**src/rtl/vscale_md_issue_if.sv**
```systemverilog
// Shared widths/encodings for the multiply/divide issue path, and the bundle
// connecting the execute stage, the issue block and the iterative unit.
package vscale_md_pkg;
    localparam int unsigned XPR_LEN          = 32;
    localparam int unsigned MD_OP_WIDTH      = 2;
    localparam int unsigned MD_OUT_SEL_WIDTH = 2;

    localparam logic [MD_OP_WIDTH-1:0] MD_OP_MUL = 2'd0;
    localparam logic [MD_OP_WIDTH-1:0] MD_OP_DIV = 2'd1;
    localparam logic [MD_OP_WIDTH-1:0] MD_OP_REM = 2'd2;

    localparam logic [MD_OUT_SEL_WIDTH-1:0] MD_OUT_LO  = 2'd0;
    localparam logic [MD_OUT_SEL_WIDTH-1:0] MD_OUT_HI  = 2'd1;
    localparam logic [MD_OUT_SEL_WIDTH-1:0] MD_OUT_REM = 2'd2;

    // Decoded control half of a unit request.
    typedef struct packed {
        logic [MD_OP_WIDTH-1:0]      op;
        logic [MD_OUT_SEL_WIDTH-1:0] out_sel;
        logic                        in_1_signed;
        logic                        in_2_signed;
    } md_ctrl_t;
endpackage

interface vscale_md_issue_if;
    import vscale_md_pkg::*;

    logic                        cmd_valid;
    logic                        cmd_ready;
    logic [2:0]                  cmd_funct3;
    logic [XPR_LEN-1:0]          cmd_rs1;
    logic [XPR_LEN-1:0]          cmd_rs2;
    logic                        kill;
    logic                        busy;
    logic                        wb_valid;
    logic [XPR_LEN-1:0]          wb_data;
    logic                        req_valid;
    logic                        req_ready;
    logic [MD_OP_WIDTH-1:0]      req_op;
    logic [MD_OUT_SEL_WIDTH-1:0] req_out_sel;
    logic                        req_in_1_signed;
    logic                        req_in_2_signed;
    logic [XPR_LEN-1:0]          req_in_1;
    logic [XPR_LEN-1:0]          req_in_2;
    logic                        resp_valid;
    logic [XPR_LEN-1:0]          resp_result;

    // master: the issue block; slave: pipeline plus unit around it.
    modport master (
        input  cmd_valid, cmd_funct3, cmd_rs1, cmd_rs2, kill,
               req_ready, resp_valid, resp_result,
        output cmd_ready, busy, wb_valid, wb_data, req_valid, req_op,
               req_out_sel, req_in_1_signed, req_in_2_signed, req_in_1, req_in_2
    );

    modport slave (
        output cmd_valid, cmd_funct3, cmd_rs1, cmd_rs2, kill,
               req_ready, resp_valid, resp_result,
        input  cmd_ready, busy, wb_valid, wb_data, req_valid, req_op,
               req_out_sel, req_in_1_signed, req_in_2_signed, req_in_1, req_in_2
    );
endinterface

```
**src/rtl/vscale_md_issue.sv**
```systemverilog
// Issues one RV32M instruction to the iterative multiply/divide unit, handles
// the divide-by-zero shortcut and pipeline kills, and returns a registered result.
module vscale_md_issue
    import vscale_md_pkg::*;
(
    input  logic              clk,
    input  logic              reset,
    vscale_md_issue_if.master md
);

    typedef enum logic [2:0] {
        S_IDLE,
        S_REQ,
        S_WAIT,
        S_DONE,
        S_DRAIN
    } state_t;

    state_t             state;
    state_t             state_next;
    logic               accept;
    logic               fast_path;
    logic [XPR_LEN-1:0] fast_result;
    md_ctrl_t           ctrl_dec;
    logic               done_q;

    assign accept      = md.cmd_valid && md.cmd_ready && !md.kill;
    assign fast_path   = md.cmd_funct3[2] && (md.cmd_rs2 == '0);
    // Divide by zero yields all ones; remainder by zero yields the dividend.
    assign fast_result = md.cmd_funct3[1] ? md.cmd_rs1 : '1;

    // funct3 -> unit op, output half and operand signedness
    always_comb begin
        ctrl_dec = '0;
        unique case (md.cmd_funct3)
            3'b000: ctrl_dec = '{MD_OP_MUL, MD_OUT_LO,  1'b1, 1'b1};
            3'b001: ctrl_dec = '{MD_OP_MUL, MD_OUT_HI,  1'b1, 1'b1};
            3'b010: ctrl_dec = '{MD_OP_MUL, MD_OUT_HI,  1'b1, 1'b0};
            3'b011: ctrl_dec = '{MD_OP_MUL, MD_OUT_HI,  1'b0, 1'b0};
            3'b100: ctrl_dec = '{MD_OP_DIV, MD_OUT_LO,  1'b1, 1'b1};
            3'b101: ctrl_dec = '{MD_OP_DIV, MD_OUT_LO,  1'b0, 1'b0};
            3'b110: ctrl_dec = '{MD_OP_REM, MD_OUT_REM, 1'b1, 1'b1};
            default: ctrl_dec = '{MD_OP_REM, MD_OUT_REM, 1'b0, 1'b0};
        endcase
    end

    // A kill that lands on a completed handshake must still drain the response.
    always_comb begin
        state_next = state;
        unique case (state)
            S_IDLE: begin
                if (accept) state_next = fast_path ? S_DONE : S_REQ;
            end
            S_REQ: begin
                if (md.kill)           state_next = md.req_ready ? S_DRAIN : S_IDLE;
                else if (md.req_ready) state_next = S_WAIT;
            end
            S_WAIT: begin
                if (md.kill)            state_next = md.resp_valid ? S_IDLE : S_DRAIN;
                else if (md.resp_valid) state_next = S_DONE;
            end
            S_DONE:  state_next = S_IDLE;
            S_DRAIN: begin
                if (md.resp_valid) state_next = S_IDLE;
            end
            default: state_next = S_IDLE;
        endcase
    end

    always_ff @(posedge clk) begin
        if (reset) begin
            state              <= S_IDLE;
            md.cmd_ready       <= 1'b1;
            md.busy            <= 1'b0;
            md.req_valid       <= 1'b0;
            done_q             <= 1'b0;
            md.wb_data         <= '0;
            md.req_op          <= '0;
            md.req_out_sel     <= '0;
            md.req_in_1_signed <= 1'b0;
            md.req_in_2_signed <= 1'b0;
            md.req_in_1        <= '0;
            md.req_in_2        <= '0;
        end else begin
            state        <= state_next;
            md.cmd_ready <= (state_next == S_IDLE);
            md.busy      <= (state_next == S_REQ) || (state_next == S_WAIT) ||
                            (state_next == S_DRAIN);
            md.req_valid <= (state_next == S_REQ);
            done_q       <= (state_next == S_DONE);

            if (accept) begin
                md.req_op          <= ctrl_dec.op;
                md.req_out_sel     <= ctrl_dec.out_sel;
                md.req_in_1_signed <= ctrl_dec.in_1_signed;
                md.req_in_2_signed <= ctrl_dec.in_2_signed;
                md.req_in_1        <= md.cmd_rs1;
                md.req_in_2        <= md.cmd_rs2;
                if (fast_path) md.wb_data <= fast_result;
            end

            if ((state == S_WAIT) && md.resp_valid && !md.kill) begin
                md.wb_data <= md.resp_result;
            end
        end
    end

    // A kill in the DONE cycle suppresses the writeback pulse directly.
    assign md.wb_valid = done_q && !md.kill;

endmodule

```
**src/flat_wrapper.sv**
```systemverilog
// flat-port wrapper written by rule: the top's interface ports become plain ports
module vscale_md_issue_flat import vscale_md_pkg::*;
  (clk, reset, md_cmd_valid, md_cmd_funct3, md_cmd_rs1, md_cmd_rs2, md_kill, md_req_ready, md_resp_valid, md_resp_result, md_cmd_ready, md_busy, md_wb_valid, md_wb_data, md_req_valid, md_req_op, md_req_out_sel, md_req_in_1_signed, md_req_in_2_signed, md_req_in_1, md_req_in_2);
  vscale_md_issue_if md_i ();
  input  logic clk;
  input  logic reset;
  input wire logic [$bits(md_i.cmd_valid)-1:0] md_cmd_valid;
  input wire logic [$bits(md_i.cmd_funct3)-1:0] md_cmd_funct3;
  input wire logic [$bits(md_i.cmd_rs1)-1:0] md_cmd_rs1;
  input wire logic [$bits(md_i.cmd_rs2)-1:0] md_cmd_rs2;
  input wire logic [$bits(md_i.kill)-1:0] md_kill;
  input wire logic [$bits(md_i.req_ready)-1:0] md_req_ready;
  input wire logic [$bits(md_i.resp_valid)-1:0] md_resp_valid;
  input wire logic [$bits(md_i.resp_result)-1:0] md_resp_result;
  output wire logic [$bits(md_i.cmd_ready)-1:0] md_cmd_ready;
  output wire logic [$bits(md_i.busy)-1:0] md_busy;
  output wire logic [$bits(md_i.wb_valid)-1:0] md_wb_valid;
  output wire logic [$bits(md_i.wb_data)-1:0] md_wb_data;
  output wire logic [$bits(md_i.req_valid)-1:0] md_req_valid;
  output wire logic [$bits(md_i.req_op)-1:0] md_req_op;
  output wire logic [$bits(md_i.req_out_sel)-1:0] md_req_out_sel;
  output wire logic [$bits(md_i.req_in_1_signed)-1:0] md_req_in_1_signed;
  output wire logic [$bits(md_i.req_in_2_signed)-1:0] md_req_in_2_signed;
  output wire logic [$bits(md_i.req_in_1)-1:0] md_req_in_1;
  output wire logic [$bits(md_i.req_in_2)-1:0] md_req_in_2;
  assign md_i.cmd_valid = md_cmd_valid;
  assign md_i.cmd_funct3 = md_cmd_funct3;
  assign md_i.cmd_rs1 = md_cmd_rs1;
  assign md_i.cmd_rs2 = md_cmd_rs2;
  assign md_i.kill = md_kill;
  assign md_i.req_ready = md_req_ready;
  assign md_i.resp_valid = md_resp_valid;
  assign md_i.resp_result = md_resp_result;
  assign md_cmd_ready = md_i.cmd_ready;
  assign md_busy = md_i.busy;
  assign md_wb_valid = md_i.wb_valid;
  assign md_wb_data = md_i.wb_data;
  assign md_req_valid = md_i.req_valid;
  assign md_req_op = md_i.req_op;
  assign md_req_out_sel = md_i.req_out_sel;
  assign md_req_in_1_signed = md_i.req_in_1_signed;
  assign md_req_in_2_signed = md_i.req_in_2_signed;
  assign md_req_in_1 = md_i.req_in_1;
  assign md_req_in_2 = md_i.req_in_2;
  vscale_md_issue u_core (.clk(clk), .reset(reset), .md(md_i));
endmodule
```
**config.mk**
```make
export PLATFORM = sky130hd
export DESIGN_NAME = vscale_md_issue_flat
export DESIGN_NICKNAME = d
export VERILOG_FILES = /design/src/rtl/vscale_md_issue_if.sv /design/src/rtl/vscale_md_issue.sv /design/src/flat_wrapper.sv
export SDC_FILE = /design/constraint.sdc
export NUM_CORES = 1
export LEC_CHECK = 0
export BUFFER_PORTS_ARGS = -buffer_cell sky130_fd_sc_hd__buf_2
export CAP_MARGIN = 25
export CORE_ASPECT_RATIO = 1.5
export CORE_UTILIZATION = 25
export DETAILED_ROUTE_END_ITERATION = 7
export SYNTH_ARGS = -nofsm -noshare
export SYNTH_HDL_FRONTEND = slang
export SYNTH_SLANG_ARGS = --single-unit
```
**constraint.sdc**
```tcl
create_clock -name clk -period 3.59 [get_ports clk]
set_input_delay 0.1795 -clock clk [delete_from_list [all_inputs] [get_ports clk]]
set_output_delay 0.1795 -clock clk [all_outputs]
set_load 0.01 [all_outputs]
```
Word level (Yosys, flattened, before mapping)
Cells that the tools add are included.
W data, S select, Z words.
{"block": "op_classes", "n_eq_ne": 13, "mux": 15, "reduce_logical": 16}
{"operator": "$mux W32", "count": 4}
{"operator": "$pmux W6 S7", "count": 1}
{"operator": "$logic_not A32 Y1", "count": 1}
{"operator": "$mux W3", "count": 8}
{"operator": "$eq A3 B2 Y1 const B", "count": 5}
{"operator": "$eq A3 B3 Y1 const B", "count": 5}
{"operator": "$pmux W3 S4", "count": 1}
{"operator": "$eq A3 B1 Y1 const B", "count": 3}
{"operator": "$logic_not A3 Y1", "count": 3}
{"operator": "$logic_and A1 B1 Y1", "count": 6}
{"operator": "$reduce_bool A2 Y1", "count": 2}
{"operator": "$logic_or A1 B1 Y1", "count": 2}
{"operator": "$mux W2", "count": 1}
{"operator": "$reduce_and A2 Y1", "count": 1}
{"operator": "$logic_not A1 Y1", "count": 1}
{"block": "totals", "reg_bits": 109, "out_inout_bits": 106, "word_cells": 56}

Depth between registers and ports, before layout
{"block": "logic_depth", "word_depth": 8, "ltp_mapped": 8, "depth_no_buf": 5}

Worst setup path before layout
No wires, ideal clock.
{"block": "synth_path", "path_kind": "register to register", "from": "reg u_core.md.cmd_ready", "to": "reg u_core.md.wb_data[10]", "setup_ns": 0.146, "arrival_ns": 1.443, "required_ns": 3.444, "slack_ns": 2.001, "stages_incl_launch_ff": 9, "path_cell_list": "dfxtp_1 -> and3b_1 -> buf_6 -> nand4_4 -> nor3_4 -> or2_1 -> buf_6 -> buf_6 -> a211oi_2"}
{"block": "synth_between", "elab_chain_cells": 4}
{"element": "start: declaration", "line": "vscale_md_issue_if.sv:52", "text": "output cmd_ready, busy, wb_valid, wb_data, req_valid, req_op,"}
{"element": "start signal: assignment", "line": "vscale_md_issue.sv:86", "text": "md.cmd_ready <= (state_next == S_IDLE);"}
{"element": "$logic_and A1 B1 Y1 (2 in series)", "line": "vscale_md_issue.sv:27", "text": "assign accept = md.cmd_valid && md.cmd_ready && !md.kill;"}
{"element": "$reduce_bool A2 Y1 (no source line)"}
{"element": "$reduce_and A2 Y1 (no source line)"}
{"element": "end signal: assignment", "line": "vscale_md_issue.sv:99", "text": "if (fast_path) md.wb_data <= fast_result;"}
{"element": "end signal: assignment", "line": "vscale_md_issue.sv:103", "text": "md.wb_data <= md.resp_result;"}
{"element": "end: declaration", "line": "vscale_md_issue_if.sv:52"}
Every way passes these cells.
A chain may end at the register's enable or synchronous reset.

Worst setup path after layout
{"block": "layout_path", "from": "reg u_core.state[1]", "to": "reg u_core.md.busy"}
{"block": "layout_between", "elab_chain_cells": 6}
{"element": "start: declaration", "line": "vscale_md_issue.sv:19", "text": "state_t state;"}
{"element": "start signal: assignment", "line": "vscale_md_issue.sv:85", "text": "state <= state_next;"}
{"element": "$mux W3 (on tied branches)", "line": "vscale_md_issue.sv:60, vscale_md_issue.sv:56"}
{"element": "$mux W3 (on tied branches)", "line": "vscale_md_issue.sv:59, vscale_md_issue.sv:55"}
{"element": "$pmux W3 S4 (*)", "line": "vscale_md_issue.sv:50", "text": "unique case (state)"}
{"element": "$eq A3 B1 Y1 / $eq A3 B2 Y1 (equally long branches)", "line": "vscale_md_issue.sv:87", "text": "md.busy <= (state_next == S_REQ) || (state_next == S_WAIT) ||"}
{"element": "$logic_or A1 B1 Y1", "line": "vscale_md_issue.sv:87"}
{"element": "$logic_or A1 B1 Y1 (*)", "line": "vscale_md_issue.sv:87"}
{"element": "end signal: assignment", "line": "vscale_md_issue.sv:87"}
{"element": "end: declaration", "line": "vscale_md_issue_if.sv:52"}
Mark *: on every way between the ends. The rest lies on a longest branch, timed or not.

==> results.md <==
* Status: completed
* Setup ws final at 1.57 ns
* Hold Fails Final Rpt at 0
* Mapped Area at 4600 um2
* Drt first pass iters at 4
* Slew HR at 0.485
* Startpoint Class: flip-flop
* Detail Route Antenna Nets at 0
* Post-synth EDFFs at 0
* Hold_buf cts at 0
* CP Class: flip-flop to flip-flop
* Final HPWL DP at 9960 um
* Asr flop ratio synth at 0
* CTS clk-pin slew, worst paths at 0.07 ns
* FMAX at 0.496 GHz
* Total power at 2.63 mW
* I/O pin count at 211
* WP buf/inv at 1
* Post-synthesis cell type count at 35
* Slowest CP cell: buf_4
* DIE AREA at 18900 um2
* Top cell type's share of synthesized area at 0.470
* First-pass GRT wire length at 22300 um
* Cts repair resizes at 0
* Site Rows at 60
* Fin crit share at 0.561
* IO Port Bufs at 210
* Die Ht at 168 um
* Max VDD drop at 0.180 mV
* Initial DRC Count at 256
* Min-Delay Endpoint: u_core.md.req_in_1[13]$_SDFFE_PP0P_
* Worst R2R Path Depth at 6
* Setup Viol. Count Final at 0
* Max-slew violations at 0
* TritonCTS Buffers at 9
* Yosys warning count at 0
* Antenna diodes at 0
* Grt ovf at 0
* Tightest Pin Transition at 0.773 ns
* Die X at 113 um
* Most frequent cell after synthesis: nand2_1
* Vias in the first global route at 4348
* DRC errors left at 0
* HP Start: md_cmd_rs1[13]
* Post-synthesis mux area share at 0.00436
* Initial antenna violation count at 0
* Design area at 6070 um2
* Seq/Total Area, Yosys at 0.470
* Top cells by area, synth: dfxtp_1, a21oi_1, nand2_1
* Crit-path cells: nand2b_4, nor4b_4, buf_4, a211oi_1, a21o_1, mux2i_1
* Final net count at 851
* Post-Place Setup Slack at 1.32 ns
* Unrepaired setup endpoints after global routing: no
* Share of post-route cells with drive strength above 1 at 0.362
* Fill cells at 1891
* Syn_nets at 671
* Routed Wire Length at 14200 um
* Hold Path Class: primary input to flip-flop
* Core area at 17900 um2
* Post-synthesis adder-cell area fraction at 0
* LEAKAGE at 2.74 nW
* Arrival @ worst endpoint at 2.30 ns
* Largest net degree at the start of global routing at 72
* Total global routing track utilization at 0.151
* CTS Buffer Depth at 2
* CTS tree: done
* Setup crit end kind: flip-flop
* R2R setup slack at 1.57 ns
* Yosys reg bits at 108
* XOR/XNOR share of the synthesized area at 0
* Post-Route Setup TNS at 0 ns
* Hold Path Depth at 3
* Critical Path Max Stage Delay at 0.59 ns
* Worst endpoint required time at 3.87 ns
* Worst r2r src: u_core.state[1]$_SDFF_PP0_
* Cell Area, Placed at 5750 um2
* Area leader, netlist: dfxtp_1
* Routed WL per cell at 14.7 um
* Compound-cell area share of the yosys netlist at 0.243
* CTS root buffer: clkbuf_16
* Predominant post-synthesis flop cell: dfxtp_1
* Vias per Instance at 4.65
* Vias at 4500
* Commonest cells in the netlist: nand2_1, a21oi_1, dfxtp_1, nor3_1
* Final setup skew at 0.00956 ns
* Clk_lat worst skew at 0.35 ns
* Hold WS at 0.0709 ns
* Synth Area in Simple Gates at 0.203
* GP Congestion at 0.767
* Cell family with most CP delay: buffers and inverters
* Max Fanout on Critical Path at 71
* Clk sink count at 108
* Largest family of logic cells by synthesized area: compound AO/OA/AOI/OAI gates
* Final min period at 2.02 ns
* Setup bufs post-CTS at 0
* CTS H-tree depth at 3
* Initial Utilization at 0.256
* Power Density at 433 nW/um2
* Number of max-cap violations at 0
* Mapped Cells at 566
* Mapped Avg Cell Area at 8.12 um2
* Worst flop-to-flop path endpoint: u_core.md.busy$_SDFF_PP0_
* P&R area growth vs syn at 32.0%
[where the power goes]
| group | switching [mW] | total (mW) | internal, mW |
|---|---|---|---|
| Clock | 0.481 | 1.05 | 0.567 |
| Sequential | 0.0208 | 1.26 | 1.24 |
| Combinational | 0.189 | 0.315 | 0.126 |
| Total | 0.691 | 2.63 | 1.93 |
[cells in the final DEF, fill, tap and decap left out, types with 2 or more instances in the layout]
cell and count:
clkbuf_16 9, clkinv_4 3, buf_2 209, nand2b_1 2, inv_1 32, nand2_1 134, a211oi_1 4, nor4_2 2
nor3_1 36, nor4_1 5, a211oi_2 30, nor2_1 8, nand3b_1 4, buf_4 8, dfxtp_1 108, a21oi_1 133
mux2i_1 2
[registers in the layout, summed over array words and instances (netlist names), 2 cells and up]
signal              cells
u_core.md.wb_data      32
u_core.md.req_in_2     32
u_core.md.req_op        2
u_core.md.req_in_1     32
u_core.state            3
[per-stage QoR]
| step | cells | utilization |
|---|---|---|
| 2_1_floorplan | 566 | - |
| 6_report | 968 | 0.338 |
| 4_1_cts | 968 | 0.338 |
| 5_1_grt | 968 | 0.338 |
| 3_5_place_dp | 952 | 0.321 |
| 3_3_place_gp | 952 | 0.321 |
[worst min-delay path, cell delays in order]
cell	delay (ns)
buf_2	0.10
nand2_1	0.05
a21oi_1	0.05
[worst max-delay path by stage]
stage | end | depth (start not counted) | from | slack, ns
3_5_place_dp | u_core.md.cmd_ready$_SDFF_PP1_ | 7 | md_cmd_rs2[0] | 1.32
6_report | u_core.md.busy$_SDFF_PP0_ | 6 | u_core.state[1]$_SDFF_PP0_ | 1.57
4_1_cts | u_core.md.busy$_SDFF_PP0_ | 6 | u_core.state[1]$_SDFF_PP0_ | 1.51
3_3_place_gp | u_core.md.cmd_ready$_SDFF_PP1_ | 7 | md_cmd_rs2[0] | 1.34
2_1_floorplan | u_core.md.wb_data[10]$_SDFFE_PP0P_ | 8 | u_core.md.cmd_ready$_SDFF_PP1_ | 2.00
5_1_grt | u_core.md.busy$_SDFF_PP0_ | 6 | u_core.state[1]$_SDFF_PP0_ | 1.38
[routing by layer]
metal  GRT usage  vias to the layer above  wire (um)
li1            -                     2277          -
met1       0.175                     2059       6040
met2       0.264                      140       7050
met3      0.0346                       24        747
met4      0.0672                        0        367
met5           0                        -          0
[logic make-up after synthesis]
group | after synthesis
compound gates | 173
mux | 2
flops | 108
buf+inv | 81
simple gates | 202
[final cells by class]
type	count	area, um2	area share
clock buffers	10	239	0.0394
clock inverters	6	72.6	0.0120
inverters	32	120	0.0198
multi-input cells	377	2070	0.342
flip-flops and latches	108	2160	0.356
well taps	217	272	0.0448
repair buffers	218	1130	0.186
(Power assumes the default switching activity.)
